==> src/rtl/iob_eth_mii_chan.sv <==
// MII/GMII loopback channel: TX is fed back to RX through a fixed-depth delay line.
// It can drop whole frames, flag one nibble with rx_er, and counts frames and lengths.
module iob_eth_mii_chan #(
  parameter int DATA_W = 4,
  parameter int DELAY  = 2,
  parameter int CNT_W  = 16
) (
  input  logic              clk_i,
  input  logic              rst_i,
  input  logic              cfg_en_i,
  input  logic [7:0]        drop_every_i,
  input  logic [CNT_W-1:0]  err_idx_i,
  input  logic [DATA_W-1:0] tx_d_i,
  input  logic              tx_en_i,
  input  logic              tx_er_i,
  output logic [DATA_W-1:0] rx_d_o,
  output logic              rx_dv_o,
  output logic              rx_er_o,
  output logic [CNT_W-1:0]  frames_fwd_o,
  output logic [CNT_W-1:0]  frames_drop_o,
  output logic [CNT_W-1:0]  last_len_o,
  output logic              busy_o
);
  typedef enum logic [1:0] {SYNC, IDLE, FWD, DROP} st_t;
  typedef struct packed {
    logic [DATA_W-1:0] d;
    logic              dv;
    logic              er;
  } nib_t;

  localparam logic [CNT_W-1:0] CMAX = '1;

  st_t              st_q, st_d;
  logic [CNT_W-1:0] nib_q, nib_d, fwd_q, fwd_d, drp_q, drp_d, len_q, len_d;
  logic [7:0]       dcnt_q, dcnt_d;
  nib_t [DELAY-1:0] dly_q;
  nib_t             stg0;
  logic             drop_dec, inj;

  always_comb begin
    st_d     = st_q;
    nib_d    = nib_q;
    fwd_d    = fwd_q;
    drp_d    = drp_q;
    len_d    = len_q;
    dcnt_d   = dcnt_q;
    stg0     = '0;
    drop_dec = !cfg_en_i || (drop_every_i != 8'd0 && (dcnt_q + 8'd1) == drop_every_i);
    case (st_q)
      SYNC: if (!tx_en_i) st_d = IDLE;
      IDLE: if (tx_en_i) begin
        nib_d = {{(CNT_W-1){1'b0}}, 1'b1};
        if (drop_dec) begin
          st_d = DROP;
          // a frame dropped for cfg_en_i=0 leaves the Nth-frame counter untouched
          if (cfg_en_i) dcnt_d = 8'd0;
        end else begin
          st_d = FWD;
          if (drop_every_i != 8'd0) dcnt_d = dcnt_q + 8'd1;
        end
      end
      default: begin
        if (tx_en_i) begin
          if (nib_q != CMAX) nib_d = nib_q + 1'b1;
        end else begin
          len_d = nib_q;
          st_d  = IDLE;
          if (st_q == FWD) begin
            if (fwd_q != CMAX) fwd_d = fwd_q + 1'b1;
          end else begin
            if (drp_q != CMAX) drp_d = drp_q + 1'b1;
          end
        end
      end
    endcase
    inj = (err_idx_i != '0) && (nib_d == err_idx_i);
    // st_d==FWD with tx_en_i high covers both the start cycle and the frame body
    if (tx_en_i && st_d == FWD) stg0 = '{d: tx_d_i, dv: 1'b1, er: tx_er_i | inj};
  end

  always_ff @(posedge clk_i) begin
    if (rst_i) begin
      st_q   <= SYNC;
      nib_q  <= '0;
      fwd_q  <= '0;
      drp_q  <= '0;
      len_q  <= '0;
      dcnt_q <= '0;
      dly_q  <= '0;
    end else begin
      st_q     <= st_d;
      nib_q    <= nib_d;
      fwd_q    <= fwd_d;
      drp_q    <= drp_d;
      len_q    <= len_d;
      dcnt_q   <= dcnt_d;
      dly_q[0] <= stg0;
      for (int i = 1; i < DELAY; i++) dly_q[i] <= dly_q[i-1];
    end
  end

  assign rx_d_o        = dly_q[DELAY-1].d;
  assign rx_dv_o       = dly_q[DELAY-1].dv;
  assign rx_er_o       = dly_q[DELAY-1].er;
  assign frames_fwd_o  = fwd_q;
  assign frames_drop_o = drp_q;
  assign last_len_o    = len_q;
  assign busy_o        = (st_q == FWD) || (st_q == DROP);
endmodule

==> config.mk <==
export PLATFORM = sky130hd
export DESIGN_NAME = iob_eth_mii_chan
export DESIGN_NICKNAME = d
export VERILOG_FILES = /design/src/rtl/iob_eth_mii_chan.sv
export SDC_FILE = /design/constraint.sdc
export NUM_CORES = 1
export LEC_CHECK = 0
export CAP_MARGIN = 25
export CORE_MARGIN = 2
export CORE_UTILIZATION = 56
export CTS_CLUSTER_SIZE = 12
export DETAILED_ROUTE_END_ITERATION = 6
export GPL_TIMING_DRIVEN = 0
export PLACE_DENSITY_LB_ADDON = 0.12
export RECOVER_POWER = 50
export SYNTH_ARGS = -nofsm -noshare
export SYNTH_HDL_FRONTEND = slang
export SYNTH_SLANG_ARGS = --single-unit
==> constraint.sdc <==
create_clock -name clk_i -period 5.9 [get_ports clk_i]
set_clock_uncertainty 0.15 [all_clocks]
set_input_delay 1.77 -clock clk_i [delete_from_list [all_inputs] [get_ports clk_i]]
set_output_delay 1.77 -clock clk_i [all_outputs]
set_load 0.03 [all_outputs]
==> out/metrics.cfg, run 1 <==
[outcome]
status = completed

[clock_tree]
cts_tree = built
cts_made_buffers = 9
ctsResizeCount = 0
clockRootBuffer = clkbuf_8
clk_latency_ns = 0.35
clock_path_buffers = 2
htreeDepth = 3
cts-hold-fix-buffers = 0
cts.clk_slew.worst_paths_ns = 0.08
cts_sinks = 86
cts_setup_buffers = 0

[min_path]
holdCritStartpoint = dly_q[3]$_SDFF_PP0_
hp-class = flip-flop to flip-flop

[floorplanning]
pin_count = 88
core_um2 = 7650
start_util_pct = 57.2
die_h_um = 92.4
row_count = 32
die_area_um2 = 8540
die_w_um = 92.4

[synth]
post-synth-top-count-cell = dfxtp_1
synth_top_cell_area_share_pct = 39.3
yosysTopAreaCell = dfxtp_1
synth.avg_cell_area_um2 = 8.20
synth.cell_area_um2 = 4380
synth_area_leaders = dfxtp_1 (39%), xor2_1 (5.0%), nand2_1 (4.9%)
yosys_warnings = 0
synth_seq_area_share_pct = 39.3
synth-edff-count = 0
netlist_top_cells_count = dfxtp_1 (86), nand2_1 (57), nor2_1 (55)
ys_types = 54
synth_ff_type = dfxtp_1
synth_fp_nets = 571
synthArstFlopShare_pct = 0
netlist_instances = 534
synth-seq-cells = 86

[routing]
ant_nets = 0
post_drt_wl_per_cell_um = 14.8
totalWireLength_um = 10900
drtIter0Drc = 218
vias = 4208
drc = 0
via_per_inst = 5.70
dr.pass1.iters = 5

[placement]
dp_hpwl_um = 8150
port_buffers = 86
gp_congestion = 0.864
post-place-ws_ns = 1.13
dpl_cell_area_um2 = 5370

[pwr]
clkPwrFrac_pct = 42.2
peakVddDrop_mv = 0.196
p_sw_uw = 256
p_leak_uw = 0.00216
internal_power_uw = 894
p_per_area_nw_per_um2 = 205
seq_power_share_pct = 51.0
swShare_pct = 22.2
p_comb_share_pct = 6.8

[timing]
min_period_ns = 4.62
relSlewSlack_pct = 57.9
finalSetupViolCount = 0
fmax_ghz = 0.216
setup_ws_ns = 1.28
post-route-period-util_pct = 78.3
hold_viol = 0
fin_setup_tns_ns = 0
tightest_slew_ns = 0.616
rsz0062_at_grt = no
drv_slew = 0
holdWs_ns = 0.292

[cells_and_area]
postLayoutCellArea_um2 = 5610
drive_above_1_share_pct = 5.03
seqCellArea_um2 = 1720
num_antenna_cells = 0
multiInputGateArea_um2 = 2490
area_growth_pct = 28.1
fill_cells = 596
num-nets-final = 668

[global_routing]
grt_pass1_wl_um = 18500
antenna_found_initial = 0
overflow = 0
grt_max_degree = 15
grt_pass1_vias = 3961
track_usage_pct = 26.8

[setup_path]
critPathKind = input pin to flip-flop
critPathMaxFanout = 7
required_ns = 6.04
slowest_delay_ns = 0.61
critical_path.slowest_cell = dlygate4sd3_1
worstReg2RegStart = nib_q[1]$_SDFF_PP0_
endpoint_kind = flip-flop
worstPathArrival_ns = 4.76
cp_cell_sequence = dlygate4sd3_1, and2_1, buf_2, o311a_1, and2_1, clkbuf_1, o311a_1, o2111ai_1, a2111oi_0, a41oi_1, nor2b_1
crit_start = tx_en_i
start_kind = input pin

[flow_run]
maxCapViolations = 0

-- worst max-delay path, delay by kind of cell --
family / cells / cell delay, ns
AOI/OAI and AO/OA: 5 / 1.49
and+or+nand+nor: 3 / 0.46
buffers and inverters: 3 / 1.03
-- power groups by stage --
stage	combinational, µW	clock (µW)	sequential, µW
after floorplan	37.4	0	600
after global placement	76.1	0	600
after CTS	78.5	492	587
after global routing	85.6	515	588
after detailed placement	78.0	0	601
final	78.1	485	587
-- area by class of cell --
type                    count  area share (%)
flip-flops and latches     86            30.7
repair buffers             86            15.4
well taps                 102            2.28
clock buffers              12            2.95
plain buffers              33            2.70
inverters                   5           0.335
clock inverters             4            1.36
multi-input cells         410            44.3
-- routing by layer --
metal / up-vias / wire, µm / global-route usage [%]
met4: 0 / 225 / 9.70
met1: 1968 / 4690 / 32.3
met2: 128 / 5390 / 46.9
met3: 18 / 637 / 5.86
met5: - / 0 / 0
li1: 2094 / - / -
-- path summary, 6_finish.rpt --
path,slack [ns],end,depth (start not counted)
max reg2reg,2.51,dly_q[0]$_SDFF_PP0_,10
min,0.29,rx_d_o[1]$_SDFF_PP0_,1
max,1.28,dly_q[0]$_SDFF_PP0_,11
min reg2reg,0.29,rx_d_o[1]$_SDFF_PP0_,1
-- registers in the layout (all words and copies together) (netlist names) --
register and flops:
rx_er_o 1, rx_d_o 4, nib_q 16, last_len_o 16
dly_q 6, rx_dv_o 1, frames_fwd_o 16, dcnt_q 8
frames_drop_o 16, st_q 2
-- stage by stage --
stage	power [µW]	util, %	cells
floorplan	638	-	534
CTS	1160	73.3	738
detailed placement	679	70.2	722
global route	1190	73.3	738
global placement	676	70.2	722
finish	1150	73.3	738
-- logic make-up after synthesis --
group | synth area share [%]
simple gates | 31.2
compound gates | 13.1
flops | 39.3
xor+xnor | 9.00
buf+inv | 3.89
mux | 2.34
fa+ha+maj | 1.14
-- placed cells by master, fill, tap and decap left out, drive strengths merged, types with 20 or more instances in the layout --
cell / count
a21oi: 41
o21ai: 23
nand3: 25
nor2: 55
nand2: 57
xor2: 25
clkbuf: 35
clkdlybuf4s50: 31
xnor2: 20
dfxtp: 86
dlygate4sd3: 55
No activity file was read; power rests on OpenSTA's default activity.
==> inputs of run 2 (changes only) <==
--- a/config.mk
+++ b/config.mk
@@ -7,7 +7,7 @@
 export LEC_CHECK = 0
 export CAP_MARGIN = 25
 export CORE_MARGIN = 2
-export CORE_UTILIZATION = 56
+export CORE_UTILIZATION = 47
 export CTS_CLUSTER_SIZE = 12
 export DETAILED_ROUTE_END_ITERATION = 6
 export GPL_TIMING_DRIVEN = 0
==> constraint.sdc (replaced) <==
create_clock -name clk_i -period 4.2 [get_ports clk_i]
set_clock_uncertainty 0.15 [all_clocks]
set_input_delay 1.26 -clock clk_i [delete_from_list [all_inputs] [get_ports clk_i]]
set_output_delay 1.26 -clock clk_i [all_outputs]
set_load 0.03 [all_outputs]
==> run 2 against run 1 <==
Net effect: sequential share of layout area about the same; worst setup slack worse by 1.1 ns; register-to-register slack worse by 1.7 ns.
==> out/metrics.cfg, run 2 (synthesis results as in run 1) <==
[timing]
rsz0062_at_grt = no
holdWs_ns = 0.288  ; -0.00366 ns
fmax_ghz = 0.251
hold_viol = 0  ; unchanged
finalSetupViolCount = 0  ; unchanged
tightest_slew_ns = 0.572  ; -0.0439 ns
relSlewSlack_pct = 61.9  ; +4.0 points
drv_slew = 0  ; unchanged
min_period_ns = 3.98
fin_setup_tns_ns = 0  ; unchanged
post-route-period-util_pct = 94.7

[placement]
gp_congestion = 0.880  ; +1.9%
dp_hpwl_um = 8250  ; +1.3%
port_buffers = 86  ; unchanged
dp_cells = 731  ; +1.2%
dpl_cell_area_um2 = 5380  ; +0.21%

[min_path]
hp-class = flip-flop to flip-flop

[clock_tree]
cts_tree = built
cts-hold-fix-buffers = 0  ; unchanged
clk_latency_ns = 0.36  ; about the same
cts_made_buffers = 9  ; unchanged
clock_path_buffers = 2  ; unchanged
cts_sinks = 86  ; unchanged
cts.clk_slew.worst_paths_ns = 0.09  ; about the same
cts_setup_buffers = 0  ; unchanged
htreeDepth = 3  ; unchanged
clockRootBuffer = clkbuf_8

[routing]
post_drt_wl_per_cell_um = 14.8  ; about the same
totalWireLength_um = 11100  ; +1.2%
ant_nets = 0  ; unchanged
vias = 4165  ; -1.0%
dr.pass1.iters = 5  ; unchanged
via_per_inst = 5.58  ; -2.2%
drtIter0Drc = 173  ; -21%
drc = 0  ; unchanged

[setup_path]
worstPathArrival_ns = 4.13  ; -0.63 ns
endpoint_kind = flip-flop
required_ns = 4.35  ; -1.69 ns
critPathMaxFanout = 7  ; unchanged
start_kind = input pin
critPathKind = input pin to flip-flop

[global_routing]
grt_pass1_wl_um = 18700  ; +1.1%
grt_max_degree = 15  ; unchanged
use_met3_pct = 6.17  ; +0.31 points
met1_usage_pct = 28.7  ; -3.6 points
grt.met2_usage_pct = 38.9  ; -8.0 points
grt_pass1_vias = 4081  ; +3.0%
overflow = 0  ; unchanged
track_usage_pct = 22.9  ; -3.9 points
antenna_found_initial = 0  ; unchanged
busiest_layer = met2

[floorplanning]
die_w_um = 101  ; +8.8%
pin_count = 88  ; unchanged
start_util_pct = 47.8  ; -9.4 points
row_count = 35  ; +9.4%
die_area_um2 = 10100  ; +18%
die_h_um = 101  ; +8.8%
core_um2 = 9150  ; +20%

[cells_and_area]
layout_common_cells = dfxtp_1 (86), nand2_1 (57), nor2_1 (55)
drive_above_1_share_pct = 5.03  ; unchanged
postLayoutCellArea_um2 = 5620  ; +0.16%
fin_cells = 747  ; +1.2%
fill_cells = 830  ; +39%
layout_commonest_cell = dfxtp_1
area_growth_pct = 28.3
num-nets-final = 668  ; unchanged
num_antenna_cells = 0  ; unchanged
final_util_pct = 61.4  ; -12 points

[flow_run]
maxCapViolations = 0  ; unchanged

[pwr]
p_leak_uw = 0.00216  ; +0.19%
peakVddDrop_mv = 0.191  ; -2.2%
p_per_area_nw_per_um2 = 291  ; +42%

[outcome]
status = completed

-- run 2: path summary, 6_finish.rpt --
path / from / to / slack [ns] / depth (start not counted)
worst max-delay path: tx_en_i / dly_q[0]$_SDFF_PP0_ / 0.22 / 11
worst min-delay path: dly_q[1]$_SDFF_PP0_ / rx_dv_o$_SDFF_PP0_ / 0.29 / 1
worst max register to register: nib_q[1]$_SDFF_PP0_ / dly_q[0]$_SDFF_PP0_ / 0.80 / 10
worst min register to register: dly_q[1]$_SDFF_PP0_ / rx_dv_o$_SDFF_PP0_ / 0.29 / 1
-- run 2: report_power, final --
| group | switching (µW) | internal [µW] | leakage, µW |
|---|---|---|---|
| logic | 58.4 | 51.5 | 0.00135 |
| registers | 5.31 | 819 | 0.000693 |
| clock network | 306 | 396 | 0.000121 |
| total | 370 | 1270 | 0.00216 |
-- run 2: repair_timing --
action,in CTS,in global routing
hold endpoints to repair,0,0
gates resized for setup,0,3
setup endpoints to repair,0,1
-- run 2: metal layers --
| metal | part of all wire (%) | vias up | wire, µm |
|---|---|---|---|
| li1 | - | 2081 | - |
| met1 | 45 | 1955 | 4990 |
| met2 | 48 | 117 | 5330 |
| met3 | 5.5 | 12 | 614 |
| met4 | 1.2 | 0 | 132 |
| met5 | 0 | - | 0 |
-- run 2: worst max-delay path, stage by stage --
cell and delay, ns:
clkdlybuf4s50_1 0.54, and2_1 0.14, buf_2 0.18, o311a_1 0.34, and2_1 0.17, clkbuf_1 0.23
o311a_1 0.20, o2111ai_1 0.09, a2111oi_1 0.50, a41oi_1 0.31, nor2b_1 0.16
-- run 2: layout make-up --
type | instances | area [µm²] | share of cell area, %
Buffer | 33 | 153 | 2.72
Clock buffer | 10 | 128 | 2.27
Clock inverter | 6 | 109 | 1.94
Inverter | 5 | 18.8 | 0.334
Multi-Input combinational cell | 410 | 2490 | 44.3
Sequential cell | 86 | 1720 | 30.7
Tap cell | 111 | 139 | 2.47
Timing Repair Buffer | 86 | 861 | 15.3
-- run 2: through the flow --
step	setup slack, ns	power, µW
global placement	-0.231	952
global route	0.0380	1690
finish	0.222	1640
detailed placement	-0.194	953
CTS	0.137	1650
floorplan	0.906	896
